==> config.mk <==
export PLATFORM = sky130hd
export DESIGN_NAME = uart_echo_ctrl
export DESIGN_NICKNAME = d
export VERILOG_FILES = /design/src/rtl/uart_echo_pkg.sv /design/src/rtl/uart_echo_ctrl_sync_fifo.sv /design/src/rtl/uart_echo_ctrl.sv
export SDC_FILE = /design/constraint.sdc
export NUM_CORES = 1
export LEC_CHECK = 0
export CAP_MARGIN = 20
export CORE_MARGIN = 3
export CORE_UTILIZATION = 50
export CTS_CLUSTER_SIZE = 28
export DETAILED_ROUTE_END_ITERATION = 7
export PLACE_DENSITY = 0.79
export SKIP_CTS_REPAIR_TIMING = 1
export SYNTH_ARGS = -nofsm -noshare
export SYNTH_HDL_FRONTEND = slang
export SYNTH_SLANG_ARGS = --single-unit
==> constraint.sdc <==
create_clock -name clk -period 3 [get_ports clk]
set_input_delay 0.6 -clock clk [delete_from_list [all_inputs] [get_ports clk]]
set_output_delay 0.6 -clock clk [all_outputs]
set_load 0.02 [all_outputs]
==> src/rtl/uart_echo_pkg.sv <==
// Shared types and character codes for the UART echo path.
package uart_echo_pkg;

  typedef logic [7:0] byte_t;

  localparam byte_t CR_CODE = 8'h0D;
  localparam byte_t LF_CODE = 8'h0A;

  typedef enum logic [1:0] {
    IDLE    = 2'd0,
    SEND    = 2'd1,
    SEND_LF = 2'd2
  } state_t;

endpackage

==> src/rtl/uart_echo_ctrl_sync_fifo.sv <==
// Synchronous byte FIFO with show-ahead read data; reusable by the TX path.
module sync_fifo #(
  parameter int DEPTH = 8,
  parameter int WIDTH = 8,
  parameter int AW    = $clog2(DEPTH)
) (
  input  logic             clk,
  input  logic             rst,
  input  logic             push,
  input  logic             pop,
  input  logic [WIDTH-1:0] wdata,
  output logic [WIDTH-1:0] rdata,
  output logic             full,
  output logic             empty,
  output logic [AW:0]      count
);

  localparam logic [AW:0] FULL_CNT = (AW+1)'(DEPTH);
  localparam logic [AW:0] ONE_CNT  = (AW+1)'(1);

  logic [WIDTH-1:0] mem [DEPTH];
  logic [AW-1:0]    wr_ptr;
  logic [AW-1:0]    rd_ptr;

  assign rdata = mem[rd_ptr];
  assign full  = (count == FULL_CNT);
  assign empty = (count == '0);

  // Storage is not reset; only the pointers and count define validity.
  always_ff @(posedge clk) begin
    if (push) mem[wr_ptr] <= wdata;
  end

  // Pointers are exactly AW bits wide, so they wrap modulo DEPTH for free.
  always_ff @(posedge clk or negedge rst) begin
    if (!rst) begin
      wr_ptr <= '0;
      rd_ptr <= '0;
      count  <= '0;
    end else begin
      if (push) wr_ptr <= wr_ptr + 1'b1;
      if (pop)  rd_ptr <= rd_ptr + 1'b1;
      case ({push, pop})
        2'b10:   count <= count + ONE_CNT;
        2'b01:   count <= count - ONE_CNT;
        default: count <= count;
      endcase
    end
  end

endmodule

==> src/rtl/uart_echo_ctrl.sv <==
// Buffers received bytes and sequences them onto the TX valid/ready handshake,
// optionally following every CR with an LF.
module uart_echo_ctrl
  import uart_echo_pkg::*;
#(
  parameter int DEPTH  = 8,
  parameter int ADD_LF = 1,
  parameter int AW     = $clog2(DEPTH)
) (
  input  logic        clk,
  input  logic        rst,
  input  logic        rx_valid,
  input  logic [7:0]  rx_data,
  input  logic        enable,
  input  logic        clr_ovf,
  input  logic        tx_ready,
  output logic        tx_valid,
  output logic [7:0]  tx_data,
  output logic        overflow,
  output logic [AW:0] fifo_count,
  output logic        busy,
  output logic [1:0]  dbg_state
);

  // Handshake: a byte moves in any cycle where tx_valid && tx_ready; while
  // tx_valid is high and not yet accepted, tx_data and the state are frozen.

  state_t state;
  byte_t  head;
  logic   full;
  logic   empty;
  logic   push;
  logic   pop;
  logic   xfer;
  logic   lf_next;
  logic   can_pop;
  logic   drop;

  assign xfer    = tx_valid && tx_ready;
  assign can_pop = enable && !empty;
  assign lf_next = (ADD_LF != 0) && (tx_data == CR_CODE);

  always_comb begin
    pop = 1'b0;
    case (state)
      IDLE:    pop = can_pop;
      SEND:    pop = xfer && !lf_next && can_pop;
      SEND_LF: pop = xfer && can_pop;
      default: pop = 1'b0;
    endcase
  end

  assign push = rx_valid && (!full || pop);
  assign drop = rx_valid && full && !pop;

  sync_fifo #(
    .DEPTH (DEPTH),
    .WIDTH (8)
  ) u_fifo (
    .clk   (clk),
    .rst   (rst),
    .push  (push),
    .pop   (pop),
    .wdata (rx_data),
    .rdata (head),
    .full  (full),
    .empty (empty),
    .count (fifo_count)
  );

  always_ff @(posedge clk or negedge rst) begin
    if (!rst) begin
      state    <= IDLE;
      tx_valid <= 1'b0;
      tx_data  <= 8'h00;
    end else begin
      case (state)
        IDLE: begin
          if (pop) begin
            tx_data  <= head;
            tx_valid <= 1'b1;
            state    <= SEND;
          end
        end
        SEND, SEND_LF: begin
          if (xfer) begin
            if (state == SEND && lf_next) begin
              tx_data <= LF_CODE;
              state   <= SEND_LF;
            end else if (pop) begin
              tx_data <= head;
              state   <= SEND;
            end else begin
              tx_valid <= 1'b0;
              state    <= IDLE;
            end
          end
        end
        default: begin
          tx_valid <= 1'b0;
          state    <= IDLE;
        end
      endcase
    end
  end

  // A drop in the same cycle as a clear leaves the flag set.
  always_ff @(posedge clk or negedge rst) begin
    if (!rst)         overflow <= 1'b0;
    else if (drop)    overflow <= 1'b1;
    else if (clr_ovf) overflow <= 1'b0;
  end

  assign busy      = (state != IDLE) || (fifo_count != '0);
  assign dbg_state = state;

endmodule
Word-level counts from Yosys, hierarchy flattened
Memory sizes are Yosys's and may differ from the RTL's. Index checks and enable logic that the tools add are counted. Widths: inputs -> output; s select.

Register bits: 22. RAM bits: 64. Output and inout bits: 17. Memories: 1.

Add/sub/neg operators: 4. Equal/unequal tests: 10. Muxes and demuxes: 20. Reductions and logical operators: 26.

Memories: u_fifo.mem (depth 8, bits a word 8, read ports 1, clocked after memory_dff 0, write ports 1, line uart_echo_ctrl_sync_fifo.sv:21) `logic [WIDTH-1:0] mem [DEPTH];`.

Operators by type and width (number): $mux 8 (3); $pmux 8 s2 (1); $logic_and 1x1->1 (9); $mux 1 (9); $eq 8x4->1 const B (1); $ne 2x2->1 const B (4); $pmux 4 s2 (1); $reduce_bool 2->1 (4); $add 3x1->3 const B (2); $mux 2 (3); $add 4x1->4 const B (1); $eq 2x1->1 const B (2); $eq 2x2->1 const B (2); $eq 4x4->1 const B (1); $logic_not 1->1 (4); $logic_not 4->1 (1); $pmux 2 s2 (1); $reduce_and 2->1 (2); $reduce_and 4->1 (1); $reduce_bool 4->1 (1); $sub 4x1->4 const B (1); $pmux 1 s3 (1); $logic_not 2->1 (1); $logic_or 1x1->1 (2); other kinds (2) (2).

Longest topological paths before layout
Depth in word-level cells: 9. Depth in mapped cells: 14. Mapped depth without buffers: 13.

Hierarchy
Synthesis repeated with hierarchy kept, for this count alone.

Cell total of the unflattened synthesis: 232. Area, all modules: 3803.6 µm².

By module, submodules not included: sync_fifo (times used 1, cells an instance 148, area an instance 3032.9 µm²); uart_echo_ctrl (times used 1, cells an instance 84, area an instance 770.7 µm²).

Worst setup path after synthesis
OpenSTA, ideal clock, no wires.

Path type: reg2reg. Start: register state[0], in the netlist dbg_state[0]. End: memory u_fifo.mem[1][0] (enable). Library setup time: 0.395 ns. Arrival time: 2.502 ns. Data required time: 2.605 ns. Setup slack: 0.103 ns. Stages on the path, launching flop included: 9. Path through: dfrtp_1 -> inv_1 -> ha_1 -> clkbuf_1 -> nand2_1 -> o32a_1 -> o41a_1 -> buf_6 -> nor4_1.

Longest elaborated chain between the ends: 6.

RTL lines: from (decl) (line uart_echo_ctrl.sv:28) `state_t state;`; from (signal assigned) (line uart_echo_ctrl.sv:73) `state <= IDLE;`; from (signal assigned) (line uart_echo_ctrl.sv:82) `state <= SEND;`; from (signal assigned) (line uart_echo_ctrl.sv:89) `state <= SEND_LF;`; $eq 2x2->1 (tied with other cells) (line uart_echo_ctrl.sv:45) `case (state)`; $pmux 1 s3 * (line uart_echo_ctrl.sv:45); $logic_or 1x1->1 * (line uart_echo_ctrl.sv:53) `assign push = rx_valid && (!full || pop);`; $logic_and 1x1->1 * (line uart_echo_ctrl.sv:53); $mux 1 * (line uart_echo_ctrl_sync_fifo.sv:31) `if (push) mem[wr_ptr] <= wdata;`; $mux 1 (not written as such) * (line uart_echo_ctrl_sync_fifo.sv:31); to (decl) (line uart_echo_ctrl_sync_fifo.sv:21).

Mark *: on every way between the ends. The rest lies on a longest branch, timed or not.

Final worst setup path
Start: register tx_data[4]. End: register u_fifo.count[3].

Longest elaborated chain between the ends: 9.

RTL lines: from (decl) (line uart_echo_ctrl.sv:18) `output logic [7:0] tx_data,`; from (signal assigned) (line uart_echo_ctrl.sv:75) `tx_data <= 8'h00;`; from (signal assigned) (line uart_echo_ctrl.sv:80) `tx_data <= head;`; from (signal assigned) (line uart_echo_ctrl.sv:88) `tx_data <= LF_CODE;`; $eq 8x4->1 * (line uart_echo_ctrl.sv:41) `assign lf_next = (ADD_LF != 0) && (tx_data == CR_CODE);`; $logic_not 1->1 * (line uart_echo_ctrl.sv:47) `SEND: pop = xfer && !lf_next && can_pop;`; $logic_and 1x1->1 * (2 in series) (line uart_echo_ctrl.sv:47); $pmux 1 s3 * (line uart_echo_ctrl.sv:45); $logic_or 1x1->1 (line uart_echo_ctrl.sv:53); $logic_and 1x1->1 (line uart_echo_ctrl.sv:53); $eq 2x1->1 / $eq 2x2->1 (equally long branches) (line uart_echo_ctrl_sync_fifo.sv:43) `case ({push, pop})`; $pmux 4 s2 / $reduce_bool 2->1 (equally long branches); to (signal assigned) (line uart_echo_ctrl_sync_fifo.sv:44) `2'b10: count <= count + ONE_CNT;`; to (signal assigned) (line uart_echo_ctrl_sync_fifo.sv:45) `2'b01: count <= count - ONE_CNT;`; to (signal assigned) (line uart_echo_ctrl_sync_fifo.sv:46) `default: count <= count;`; to (decl) (line uart_echo_ctrl_sync_fifo.sv:15) `output logic [AW:0] count`.

Marked as above. A chain may end at the register's enable or synchronous reset.

==> impl_metrics.json <==
{
  "status": "finished, final reports clean",
  "syn_area_mm2": 0.00380,
  "min_from": "overflow",
  "ioPinCount": 31,
  "cp.required_ns": 3.28,
  "p_leak_nw": 1.64,
  "ys_seq_area_share_pct": 65.0,
  "peakVddDrop_mv": 0.451,
  "worst_path_most_repeated_cell": "a211oi_1",
  "syn_to_final_growth_pct": 19.1,
  "clkLatencyLatePin_ns": 0.36,
  "syn_inst": 231,
  "startpoint_type": "register",
  "synth_ff_type": "edfxtp_1",
  "synth.top_cells.by_area": "edfxtp_1 (51%), dfrtp_1 (14%), mux4_2 (9.5%)",
  "synth_common_cells": "edfxtp_1 (64), dfrtp_1 (22), mux4_2 (16)",
  "synth_fp_nets": 254,
  "clock_sinks": 86,
  "wirelength_um": 6760,
  "fin_cells": 385,
  "layout-drive-gt1-share_pct": 21.0,
  "slowest_delay_ns": 0.60,
  "dpl.hpwl_um": 4580,
  "first_iter_violations": 137,
  "grt_pass1_vias": 2129,
  "coreArea_mm2": 0.00733,
  "startpoint": "tx_data[4]",
  "period_share_pct": 92.2,
  "yosysWarnings": 0,
  "cp_max_fo": 4,
  "tritoncts.num_buffers": 9,
  "initial_core_util_pct": 51.9,
  "die_h_um": 93.2,
  "antenna_cells": 0,
  "maxCapViolCount": 0,
  "tightest_slew_ns": 0.749,
  "drv_slew": 0,
  "nNetsFinal": 304,
  "synth_edf_count": 64,
  "maxSlewHeadroom_pct": 50.0,
  "cp_cell_sequence": "or4_1, nor3_1, o41a_1, ha_1, buf_4, nor4bb_1, a211oi_1, a211oi_1, xor2_1",
  "cpMaxStageDelayCell": "or4_1",
  "vias_per_cell": 5.63,
  "final_area_mm2": 0.00453,
  "grt_max_degree": 23,
  "drcViolationCount": 0,
  "firstDrtPassIters": 4,
  "worstSetupPathType": "reg2reg",
  "place_area_mm2": 0.00432,
  "vias": 2167,
  "setup_viol": 0,
  "ys_ff_latch": 86,
  "cts_tree": "done",
  "clk_pin_slew_ns": 0.10,
  "rsz0062_at_grt": "false",
  "drt-met1-wl_um": 2980,
  "wire_per_inst_um": 17.6,
  "die-area_mm2": 0.00869,
  "grt_overflow": 0,
  "dr.max_layer_used": "met4",
  "wl_met3_um": 296,
  "async_reset_ff_share_pct": 25.6,
  "gp_congestion": 0.886,
  "total_power_mw": 4.31,
  "worstSetupEndpointType": "register",
  "synth_most_common_cell": "edfxtp_1",
  "die_x_um": 93.2,
  "fillers": 519,
  "skew_ns": 0.0110,
  "portBuffers": 30,
  "synth_largest_area_cell": "edfxtp_1",
  "p_per_area_mw_per_mm2": 952,
  "finalHoldViolCount": 0,
  "grt_pass1_wl_um": 10900,
  "synth_top_cell_area_share_pct": 50.5,
  "postRouteAntennaNets": 0,
  "hold_path.class": "reg2reg",
  "clock.fmax_mhz": 362,
  "ys_types": 50,
  "period_needed_ns": 2.76,
  "grt_usage_pct": 16.8,
  "r2r_start": "tx_data[4]",
  "antenna_found_initial": 0,
  "critPathArrivalTime_ns": 3.05,
  "wl_met2_um": 3440,
  "htree_levels": 3,
  "placedCellCount": 369,
  "r2r_slack_ns": 0.24,
  "avgSynthCellArea_um2": 16.5,
  "rows": 31,
  "clockBufferDepth": 2,
  "root_buffer": "clkbuf_8"
}
## logic make-up after synthesis
| kind of cell | share of synthesized area [%] |
|---|---|
| xor gates and xnor gates | 1.84 |
| muxes | 14.5 |
| adders and majority gates | 2.96 |
| DFF | 65.0 |
| and+or+nand+nor | 8.29 |
| AOI/OAI and AO/OA | 5.40 |
| buffers and inverters | 1.97 |
## sequential cells by signal, summed over array words and instances, names as in the netlist
name and flops:
tx_valid 1, u_fifo.mem 64, tx_data 8, u_fifo.wr_ptr 3
dbg_state 2, overflow 1, u_fifo.count 4, u_fifo.rd_ptr 3
## layout by cell type, fill, tap and decap left out, types with 3 or more instances in the layout
cell type and count:
o21ai_0 6, clkinv_4 3, ha_1 9, mux2i_1 8
nor3_1 5, nor2_1 10, o211ai_1 3, dfrtp_1 22
a211oi_1 4, mux2_1 7, xor2_1 4, buf_4 18
mux2_2 3, nand2_1 10, mux4_2 16, nor4_1 4
xnor2_1 4, clkdlybuf4s50_1 30, inv_1 8, clkbuf_8 9
edfxtp_1 64, nand2b_1 3
## routing by layer
metal | vias to the layer above | GRT usage, %
met5 | - | 0
met2 | 61 | 27.5
met3 | 4 | 4.67
met4 | 0 | 4.76
li1 | 1022 | -
met1 | 1080 | 22.1
## metrics by stage
stage	hold WS, ns	util, %	setup slack [ns]	TNS, ns
2_1_floorplan	0.304	-	0.103	0
4_1_cts	0.506	61.8	0.229	0
3_3_place_gp	0.473	59.0	-0.0156	-0.0156
3_5_place_dp	0.484	59.0	-0.0331	-0.0353
5_1_grt	0.545	61.8	0.0161	0
6_report	0.504	61.8	0.235	0
## cell type report
type / instances / area, um^2 / area share (%)
repair buffers: 48 / 435 / 9.61
multi-input cells: 128 / 1260 / 27.9
clock inverters: 7 / 81.3 / 1.80
well taps: 99 / 124 / 2.73
clock buffers: 9 / 124 / 2.73
inverters: 8 / 30.0 / 0.663
flip-flops and latches: 86 / 2470 / 54.6
## where the power goes
part	total, mW	switching (mW)	internal, mW	leakage (nW)
logic	1.59	0.735	0.851	0.688
registers	1.93	0.344	1.59	0.847
clock network	0.794	0.464	0.330	0.103
total	4.31	1.54	2.77	1.64
## path summary, 6_finish.rpt
check,to,cells past startpoint
max in group asynchronous,overflow,2
worst max register to register,u_fifo.count[3],9
worst max-delay path,u_fifo.count[3],9
worst min-delay path,overflow,1
worst min register to register,overflow,1
min in group asynchronous,tx_data[4],2
## critical path, delay by kind of cell (launching register included)
| kind | cells | cell delay (ns) |
|---|---|---|
| AND/OR/NAND/NOR | 3 | 1.18 |
| AO/OA/AOI/OAI | 3 | 0.61 |
| XOR/XNOR | 1 | 0.16 |
| flip-flops | 1 | 0.41 |
| buffers and inverters | 1 | 0.13 |
| adder cells (fa/ha/maj) | 1 | 0.20 |
(Power assumes the default switching activity.)
